===== config.mk =====
export PLATFORM = sky130hd
export DESIGN_NAME = axi_slave_push_fsm_rd_mc
export DESIGN_NICKNAME = d
export VERILOG_FILES = /design/src/rtl/axi_slave_push_fsm_rd_mc.sv
export SDC_FILE = /design/constraint.sdc
export NUM_CORES = 1
export LEC_CHECK = 0
export CORE_AREA = 2 2 111 113
export CTS_CLUSTER_SIZE = 28
export DETAILED_ROUTE_END_ITERATION = 8
export DIE_AREA = 0 0 113 115
export SYNTH_ARGS = -nofsm -noshare
export SYNTH_HDL_FRONTEND = slang
export SYNTH_SLANG_ARGS = --single-unit

===== constraint.sdc =====
create_clock -name axi_clk -period 3.15 [get_ports axi_clk]
set_input_delay 0.63 -clock axi_clk [delete_from_list [all_inputs] [get_ports axi_clk]]
set_output_delay 0.63 -clock axi_clk [all_outputs]
set_load 0.02 [all_outputs]

===== src/rtl/axi_slave_push_fsm_rd_mc.sv =====
// axi_slave_push_fsm_rd_mc: round-robin AR channel arbiter pushing requests into a FIFO with tagging,
// outstanding limit and illegal-type handling; define AXI_SLAVE_RD_ERR_RESP_EN for the ERR response state.
module axi_slave_push_fsm_rd_mc #(
    parameter int NUM_CH    = 2,
    parameter int ID_W      = 4,
    parameter int ADDR_W    = 64,
    parameter int USER_W    = 3,
    parameter int TAG_W     = 8,
    parameter int MAX_OUTST = 16,
    localparam int FW       = TAG_W + ID_W + ADDR_W + 13 + USER_W
) (
    input  logic                     axi_clk,
    input  logic                     ARESET,
    input  logic [NUM_CH-1:0]        ar_valid,
    output logic [NUM_CH-1:0]        ar_ready,
    input  logic [NUM_CH*ID_W-1:0]   ar_id,
    input  logic [NUM_CH*ADDR_W-1:0] ar_addr,
    input  logic [NUM_CH*8-1:0]      ar_len,
    input  logic [NUM_CH*3-1:0]      ar_size,
    input  logic [NUM_CH*2-1:0]      ar_burst,
    input  logic [NUM_CH*USER_W-1:0] ar_user,
    output logic                     fifo_wr_en,
    output logic [FW-1:0]            fifo_wr_data,
    input  logic                     fifo_full,
    output logic [TAG_W-1:0]         rec_tag,
    input  logic                     rec_busy,
    input  logic                     cpl_release,
    output logic                     err_valid,
    input  logic                     err_ready,
    output logic [ID_W-1:0]          err_id,
    output logic [1:0]               err_resp
);
    localparam int CW = NUM_CH > 1 ? $clog2(NUM_CH) : 1;
    localparam int OW = $clog2(MAX_OUTST + 1);

`ifdef AXI_SLAVE_RD_ERR_RESP_EN
    typedef enum logic [1:0] {IDLE, PUSH, ERR} state_t;
`else
    typedef enum logic [0:0] {IDLE, PUSH} state_t;
`endif

    state_t           state;
    logic [CW-1:0]    grant, rr_ptr, win, idx, ack_ch;
    logic [TAG_W-2:0] tag_ptr;
    logic [OW-1:0]    outst_cnt;
    logic [2:0]       win_type;
    logic             any_valid, legal, open, push, rel, ack;

    function automatic logic [CW-1:0] nxt(input logic [CW-1:0] x);
        return (int'(x) + 1 == NUM_CH) ? '0 : x + CW'(1);
    endfunction

    // scan downwards so the lowest offset from rr_ptr is the one left standing
    always_comb begin
        win = rr_ptr;
        idx = rr_ptr;
        any_valid = 1'b0;
        for (int i = NUM_CH - 1; i >= 0; i--) begin
            idx = CW'((int'(rr_ptr) + i) % NUM_CH);
            if (ar_valid[idx]) begin
                win = idx;
                any_valid = 1'b1;
            end
        end
    end

    assign win_type = ar_user[win*USER_W +: 3];
    assign legal    = win_type inside {3'b001, 3'b101, 3'b010, 3'b011};
    assign open     = outst_cnt < OW'(MAX_OUTST);
    assign push     = !ARESET && state == PUSH && !fifo_full && ar_valid[grant];
    assign rel      = cpl_release && (push || outst_cnt != '0);
    assign rec_tag  = ARESET ? {1'b1, {(TAG_W-1){1'b0}}} : {1'b1, tag_ptr};

`ifdef AXI_SLAVE_RD_ERR_RESP_EN
    logic err_hs;
    assign err_hs    = !ARESET && state == ERR && err_ready;
    assign ack       = push || err_hs;
    assign ack_ch    = grant;
    assign err_valid = !ARESET && state == ERR;
    assign err_id    = err_valid ? ar_id[grant*ID_W +: ID_W] : '0;
    assign err_resp  = err_valid ? 2'b10 : 2'b00;
`else
    logic drop, unused_err_ready;
    assign drop             = !ARESET && state == IDLE && any_valid && !legal;
    assign ack              = push || drop;
    assign ack_ch           = drop ? win : grant;
    assign err_valid        = 1'b0;
    assign err_id           = '0;
    assign err_resp         = 2'b00;
    assign unused_err_ready = err_ready;
`endif

    always_comb begin
        ar_ready = '0;
        ar_ready[ack_ch] = ack && ar_valid[ack_ch];
    end

    assign fifo_wr_en   = push;
    assign fifo_wr_data = push ? {rec_tag, ar_id[grant*ID_W +: ID_W], ar_addr[grant*ADDR_W +: ADDR_W],
                                  ar_len[grant*8 +: 8], ar_size[grant*3 +: 3], ar_burst[grant*2 +: 2],
                                  ar_user[grant*USER_W +: USER_W]} : '0;

    always_ff @(posedge axi_clk) begin
        if (ARESET) begin
            state     <= IDLE;
            grant     <= '0;
            rr_ptr    <= '0;
            tag_ptr   <= '0;
            outst_cnt <= '0;
        end else begin
            if (push != rel)
                outst_cnt <= push ? outst_cnt + OW'(1) : outst_cnt - OW'(1);
            case (state)
                IDLE:
                    if (any_valid) begin
                        if (!legal) begin
                            grant <= win;
`ifdef AXI_SLAVE_RD_ERR_RESP_EN
                            state <= ERR;
`else
                            rr_ptr <= nxt(win);
`endif
                        end else if (rec_busy) begin
                            tag_ptr <= tag_ptr + 1'b1;
                        end else if (!fifo_full && open) begin
                            grant <= win;
                            state <= PUSH;
                        end
                    end
                PUSH: begin
                    state <= IDLE;
                    if (push) begin
                        tag_ptr <= tag_ptr + 1'b1;
                        rr_ptr  <= nxt(grant);
                    end
                end
`ifdef AXI_SLAVE_RD_ERR_RESP_EN
                ERR:
                    if (err_ready) begin
                        state  <= IDLE;
                        rr_ptr <= nxt(grant);
                    end
`endif
                default: state <= IDLE;
            endcase
        end
    end
endmodule


==> impl_metrics.toml <==
[status]
status = "finished with violations"
violations = "design-rule violations"

[clock_network]
cts_tree = "yes"
cts_buffer_depth = 2
clkTransAtPathRegs_ps = 50
insertion_delay_ps = 250
cts_num_sinks = 15
cts_hold_buf = 0
htreeDepth = 1
cts_buffers = 3
cts_resized = 88
cts-root-buf = "clkbuf_16"
postCtsSetupBuffers = 0

[layout]
postLayoutCoreUtil = 0.456
drive_above_1_share = 0.0620
diodes = 0
area_growth_pct = 123
postLayoutCellArea_um2 = 5380
fin_nets = 779

[route]
via_count = 3196
finalWirelength_mm = 11.1
routedWlPerCell_um = 15.0
antenna_left = 0
dr.pass1.iters = 8
drc = 5
viasPerCell = 4.30
drtIter0Drc = 157

[die]
coreArea_um2 = 11800
start_util = 0.204
die_w_um = 113
dieArea_um2 = 13000
io_pins = 286
fp.dieH_um = 115
rows = 40

[placed_design]
placed_area_um2 = 5400
io_buffers = 276
hpwl_mm = 9.73
place_congestion = 0.804

[timing]
rsz0062_at_grt = "false"
finalCritPeriodShare = 0.955
worst_pin_slew_ps = 540
slew_headroom = 0.639
finalMaxSlewViolations = 0
setup_viol = 0
clock_skew_ps = 3.29
finalHoldViolations = 0
max_freq_ghz = 0.333
post-route-min-period_ps = 3010

[worst_setup_path]
path_max_fanout = 46
crit_required_ps = 2520
cpMaxStageDelayCell = "clkdlybuf4s50_1"
slowest_delay_ps = 480
crit_chain = "clkdlybuf4s50_1 -> buf_4 -> mux2_4 -> nand3_4 -> buf_12 -> nor2_1 -> dlygate4sd2_1"
crit_path_end_kind = "primary output"
path_class = "in2out"
start_kind = "input port"
cp.arrival_ps = 2380

[grt]
grt_pass1_vias = 3136
gr-total-overflow = 0
track_usage = 0.157
antenna_found_initial = 0
grt_pass1_wl_mm = 16.4
grt_start_max_net_pins = 61

[logic_synthesis]
synth_area_per_cell_um2 = 7.43
synth_commonest_cells = "nor2_1 (106), mux2i_1 (87), dfxtp_1 (15)"
ys_ff_latch = 15
synth_async_sr_flop_share = 0
synth_top_area_frac = 0.361
syn_area_um2 = 2410
synth_seq_area_share = 0.124
ys_types = 42
synth_edf_count = 0
ys.flop_type = "dfxtp_1"
ys_warn_count = 0
yosysMostFrequentCell = "nor2_1"
synth_top_cell_by_area = "mux2i_1"
synthTopCellsByArea = "mux2i_1 (36%), nor2_1 (16%), dfxtp_1 (12%)"
syn_inst = 325

[power]
power_density_nw_per_um2 = 243
vdd_drop_max_uv = 129
p_leak_nw = 2.49
p_total_w = 0.00131

[flow_run]
drv_cap = 0

[worst_hold_path]
hp-class = "reg2reg"
==> path summary, 6_finish.rpt <==
| kind | startpoint | to | slack [ps] | cells past startpoint |
|---|---|---|---|---|
| max | ar_valid[0] | fifo_wr_data[47] | 140 | 7 |
| min | rr_ptr$_SDFFE_PP0P_ | rr_ptr$_SDFFE_PP0P_ | 520 | 2 |
| max reg2reg | state$_SDFF_PP0_ | outst_cnt[4]$_SDFFE_PP0P_ | 640 | 8 |
| min reg2reg | rr_ptr$_SDFFE_PP0P_ | rr_ptr$_SDFFE_PP0P_ | 520 | 2 |
==> cell families after synthesis <==
family / synth area share
simple gates: 0.242
mux: 0.399
buf+inv: 0.0788
compound gates: 0.109
flops: 0.124
fa+ha+maj: 0.0290
xor+xnor: 0.0145
other cells: 0.00311
==> cell type report <==
| type | instances | area, um^2 |
|---|---|---|
| fill | 1218 | 6430 |
| timing repair buffer | 294 | 2840 |
| multi-input combinational | 277 | 1950 |
| sequential | 15 | 304 |
| tap | 147 | 184 |
| clock buffer | 3 | 75.1 |
| inverter | 7 | 28.8 |
| clock inverter | 1 | 5.00 |
==> routing by layer <==
metal | share of wire | up-vias | global-route usage
li1 | - | 1641 | -
met2 | 0.54 | 127 | 0.303
met5 | 0 | - | 0
met4 | 0.014 | 0 | 0.0293
met3 | 0.077 | 9 | 0.0438
met1 | 0.37 | 1419 | 0.171
==> cell usage in the layout (no fill, tap or decap), types with 3 or more instances in the layout <==
cell type,netlist,routed
and2_1,5,5
nor2_1,106,106
buf_12,0,3
mux2_1,6,6
nand2_1,8,8
inv_1,6,6
a21oi_1,4,4
nor2b_1,7,7
dfxtp_1,15,14
ha_1,4,4
xnor2_1,4,4
clkbuf_16,0,3
dlymetal6s2s_1,0,6
buf_4,9,15
o211ai_1,6,6
clkdlybuf4s50_1,0,183
mux2i_1,87,87
conb_1,2,8
dlygate4sd2_1,0,86
==> where the power goes <==
part,leakage [nW],total [W],switching (W),internal [W]
registers,0.123,0.000269,0.0000422,0.000226
logic,2.33,0.000788,0.000313,0.000475
clock network,0.0409,0.000252,0.0000823,0.000170
==> state kept, by name, indices dropped and copies added (netlist names) <==
register and cells:
state 1, tag_ptr 7, outst_cnt 5, rr_ptr 1, grant 1
==> worst max-delay path: cells and delay by family <==
kind	cells	cell delay (ps)
buffers and inverters	4	1220
muxes	1	290
and+or+nand+nor	2	210
==> per-stage QoR <==
stage,cells,TNS (ps),setup slack (ps),hold slack (ps)
after floorplan,331,0,542,488
after global placement,740,-5510,-236,509
after detailed placement,740,-7430,-260,518
after CTS,744,0,1.98,526
after global routing,744,0,1.52,550
final,744,0,143,523
Power figures use the tool's default switching activity.
